<file path="src/rtl/register_file_mp.sv">
// Multi-read-port flop register file: one write port, NUM_RD registered read
// ports with per-port valid, selectable read-during-write policy and an entry-0 tap.
module register_file_mp #(
  parameter int DATA_W      = 8,
  parameter int ADDR_W      = 5,
  parameter int NUM_RD      = 2,
  parameter int WRITE_FIRST = 1,
  parameter int ZERO_RO     = 0
) (
  input  logic                     clk,
  input  logic                     rst_n,
  input  logic                     write_en,
  input  logic [ADDR_W-1:0]        wr_addr,
  input  logic [DATA_W-1:0]        wr_data,
  input  logic [NUM_RD-1:0]        rd_en,
  input  logic [NUM_RD*ADDR_W-1:0] rd_addr,
  output logic [NUM_RD*DATA_W-1:0] rd_data,
  output logic [NUM_RD-1:0]        rd_valid,
  output logic [DATA_W-1:0]        reg_zero
);

  localparam int DEPTH = 1 << ADDR_W;

  logic [DATA_W-1:0] mem [DEPTH];
  logic              wr_ok;

  // Entry 0 is never written when it is hardwired to zero.
  assign wr_ok = write_en && !((ZERO_RO != 0) && (wr_addr == '0));

  always_ff @(posedge clk or negedge rst_n) begin
    if (!rst_n) begin
      for (int k = 0; k < DEPTH; k++) begin
        mem[k] <= '0;
      end
    end else if (wr_ok) begin
      mem[wr_addr] <= wr_data;
    end
  end

  assign reg_zero = (ZERO_RO != 0) ? '0 : mem[0];

  for (genvar i = 0; i < NUM_RD; i++) begin : g_rd
    logic [ADDR_W-1:0] addr_p0;
    logic              byp_p0;
    logic [DATA_W-1:0] word_p0;
    logic [DATA_W-1:0] data_p1;
    logic              vld_p1;

    assign addr_p0 = rd_addr[i*ADDR_W +: ADDR_W];
    assign byp_p0  = (WRITE_FIRST != 0) && wr_ok && (wr_addr == addr_p0);
    assign word_p0 = byp_p0 ? wr_data : mem[addr_p0];

    // p0 -> p1: registered read data and its valid
    always_ff @(posedge clk or negedge rst_n) begin
      if (!rst_n) begin
        data_p1 <= '0;
        vld_p1  <= 1'b0;
      end else begin
        vld_p1 <= rd_en[i];
        if (rd_en[i]) begin
          data_p1 <= word_p0;
        end
      end
    end

    assign rd_data[i*DATA_W +: DATA_W] = data_p1;
    assign rd_valid[i]                 = vld_p1;
  end

endmodule

</file>
<file path="config.mk">
export PLATFORM = sky130hd
export DESIGN_NAME = register_file_mp
export DESIGN_NICKNAME = d
export VERILOG_FILES = /design/src/rtl/register_file_mp.sv
export SDC_FILE = /design/constraint.sdc
export NUM_CORES = 1
export LEC_CHECK = 0
export BUFFER_PORTS_ARGS = -buffer_cell sky130_fd_sc_hd__buf_2
export CAP_MARGIN = 20
export CELL_PAD_IN_SITES_DETAIL_PLACEMENT = 2
export CELL_PAD_IN_SITES_GLOBAL_PLACEMENT = 2
export CORE_UTILIZATION = 46
export CTS_CLUSTER_DIAMETER = 150
export CTS_CLUSTER_SIZE = 30
export DETAILED_ROUTE_END_ITERATION = 8
export GPL_ROUTABILITY_DRIVEN = 0
export PLACE_DENSITY_LB_ADDON = 0.1
export SLEW_MARGIN = 10
export SYNTH_ARGS = -nofsm -noshare
export SYNTH_HDL_FRONTEND = slang
export SYNTH_SLANG_ARGS = --single-unit
</file>
<file path="constraint.sdc">
create_clock -name clk -period 2.1 [get_ports clk]
set_input_delay 0 -clock clk [delete_from_list [all_inputs] [get_ports clk]]
set_output_delay 0 -clock clk [all_outputs]
set_load 0.01 [all_outputs]
</file>
==> impl_results.md <==
- Fill count: 2947
- Max-capacitance violation count: 0
- Critical path type: reg2reg
- Hold crit path type: in2reg
- Number of global-route vias before repair: 10600
- Worst setup SP type: flop
- Post-synth top flop: dfrtp_1
- First drt pass iteration count: 5
- Share of cells above drive strength 1: 38.7%
- Wirelength per Cell: 32.6 um
- Min Clock Period, post-route: 2080 ps
- Total design power: 13.6 mW
- Port-buffer cells: 53
- Synth warnings: 0
- Die area: 33000 um2
- Worst-path fanout max: 3
- Max Fclk: 480 MHz
- Multi-input combinational cell area: 7510 um2
- Antenna Nets Post-Route: 0
- Period utilization: 99.1%
- Synthesized net count: 1038
- First-pass GRT wire length: 73.0 mm
- Crit path largest cell delay: 480 ps
- Final Net Count: 1104
- Number of library cell types mapped by synthesis: 47
- Final max-slew violation count: 0
- Final setup fails: 0
- Initial core utilization: 47.0%
- Sequential cell area: 6860 um2
- Initial drt markers: 663
- Grt ovf: 0
- WP data required: 2500 ps
- Dpl hpwl: 34.5 mm
- Power per Cell Area: 825 nW/um2
- Status: completed
- Clk_skew: 42.2 ps
- CTS root buffer: clkbuf_16
- Netlist Area Pre-Place: 14900 um2
- Total wire length: 48.2 mm
- Core Region: 31600 um2
- Lkg Pwr: 7.37 nW
- Clk_lat worst skew: 510 ps
- Slew @ Worst Pin: 856 ps
- Post-Syn Instances: 1010
- Crit path max-delay cell type: mux4_2
- VDD IR-drop max: 0.717 mV
- Via count: 9766
- H-tree depth: 1
- Final hold violations: 0
- CTS Sinks: 274
- CP Data Arrival Time: 2490 ps
- Rows: 65
- Area grow syn2layout: 10.5%
- # DRC: 0
- Num CTS Buffers: 13
- Clock transition at the registers of the reported paths: 120 ps
- Routed vias/inst: 6.60
- TritonCTS clock tree: yes
- Syn avg cell area: 14.7 um2
- Synthesis-stage register bit count: 274
- Worst path cell trace: mux4_2 > mux2_2 > a221oi_2 > buf_4 > a2111oi_0 > a211o_1
- IO Pins: 54
- Largest net degree at the start of global routing: 72
- Die width: 182 um
- Die Ht: 182 um
- Final Hold Slack: 45.9 ps
- Unrepaired setup endpoints after global routing: yes
- Element type at the critical path end: flop
- Slew headroom: 42.9%
- Number of synthesized flops with an enable pin: 0
- Seq/Total Area, Yosys: 46.2%
- Ys async rst share: 100%
- Initial antenna violation count: 5
- GRT Resource Usage Total: 30.3%
- Clock Tree Buf Depth: 3
==> final timing paths <==
check	to	slack (ps)	from	cells after the start
hold / removal	g_rd[1].data_p1[6]	50	rd_addr[8]	3
setup / recovery	g_rd[0].data_p1[5]	20	mem[157]	6
min in group asynchronous	mem[130]	60	rst_n	2
hold reg to reg	mem[16]	520	mem[16]	1
max in group asynchronous	mem[0]	1280	rst_n	3
setup reg to reg	g_rd[0].data_p1[5]	20	mem[157]	6
==> cell families after synthesis <==
logic type	share of synthesized area (%)
AND/OR/NAND/NOR	4.07
buffers and inverters	3.51
XOR/XNOR	0.590
multiplexers	41.6
flip-flops	46.2
AO/OA/AOI/OAI	4.12
==> power breakdown <==
group          leakage, nW  internal [mW]  switching, mW
Sequential            3.50           6.29          0.850
Clock                0.172           1.16           1.80
Combinational         3.70           1.92           1.54
==> worst max-delay path, delay by kind of cell, from the launching register on <==
family / cells / cell delay, ps
muxes: 2 / 780
AOI/OAI and AO/OA: 3 / 620
buffers and inverters: 1 / 160
DFF: 1 / 420
==> final cells by class <==
cell class,count,area share (%)
Clock buffer,13,1.98
Clock inverter,1,0.183
Multi-Input combinational cell,640,45.8
Antenna cell,2,0.0305
Inverter,4,0.107
Timing Repair Buffer,143,7.12
Sequential cell,274,41.8
Tap cell,402,3.06
==> flip-flops by register name, summed over array words and instances, names as in the netlist <==
name,cells
reg_zero,8
g_rd.data_p1,16
mem,248
g_rd.vld_p1,2
==> stage by stage <==
step | setup TNS, ps | worst slack [ps] | area (um2) | util, % | std cells
2_1_floorplan | 0 | 311 | 14900 | - | 1010
3_3_place_gp | -72.6 | -43.3 | 16000 | 50.6 | 1460
3_5_place_dp | -176 | -85.5 | 16000 | 50.6 | 1460
4_1_cts | 0 | 2.24 | 16400 | 51.8 | 1477
5_1_grt | -28.6 | -28.6 | 16400 | 51.9 | 1478
6_report | 0 | 18.6 | 16400 | 51.9 | 1479
==> layer usage <==
layer / track usage, % / wire length [um] / vias to the layer above
met5: 0 / 9 / -
met4: 7.59 / 1340 / 2
met3: 3.07 / 2070 / 62
met2: 50.4 / 23800 / 261
met1: 42.7 / 21000 / 5411
li1: - / - / 4030
==> placed cells by master (no fill, tap or decap), types with 8 or more instances in the layout <==
| cell | Yosys | final |
|---|---|---|
| dfrtp_1 | 274 | 274 |
| mux2_2 | 143 | 143 |
| mux2_1 | 124 | 124 |
| mux4_2 | 101 | 103 |
| buf_4 | 18 | 75 |
| mux2i_1 | 58 | 58 |
| buf_2 | 19 | 48 |
| nand2_1 | 25 | 25 |
| nor2_1 | 22 | 22 |
| and3_1 | 17 | 17 |
| buf_12 | 0 | 16 |
| clkbuf_16 | 0 | 13 |
| nand3_1 | 12 | 12 |
| nor2b_1 | 11 | 11 |
| a31oi_1 | 9 | 9 |
| o221ai_1 | 9 | 9 |
| xor2_1 | 8 | 8 |
| o22ai_1 | 8 | 8 |
| a211o_1 | 8 | 8 |
| mux4_1 | 10 | 8 |
==> synth_stat cells, drive strengths merged (9+ instances only) <==
| master | n | share of area [%] |
|---|---|---|
| nand2 | 25 | 0.63 |
| and3 | 17 | 0.72 |
| clkbuf | 44 | 1.1 |
| a31oi | 9 | 0.38 |
| nand3 | 12 | 0.40 |
| a2111oi | 10 | 0.61 |
| dfrtp | 274 | 46 |
| mux2i | 58 | 3.9 |
| nor2 | 26 | 0.72 |
| mux4 | 113 | 17 |
| buf | 48 | 2.3 |
| nor2b | 11 | 0.46 |
| mux2 | 267 | 20 |
| o221ai | 9 | 0.53 |
==> repair_timing <==
item,CTS,global route
gates resized for setup,2,7
hold endpoints to repair,135,0
endpoints found under the setup margin,3,7
pin swaps,1,3
gates cloned,0,0
setup buffers,0,0
hold buffers,3,0
(Power assumes the default switching activity.)
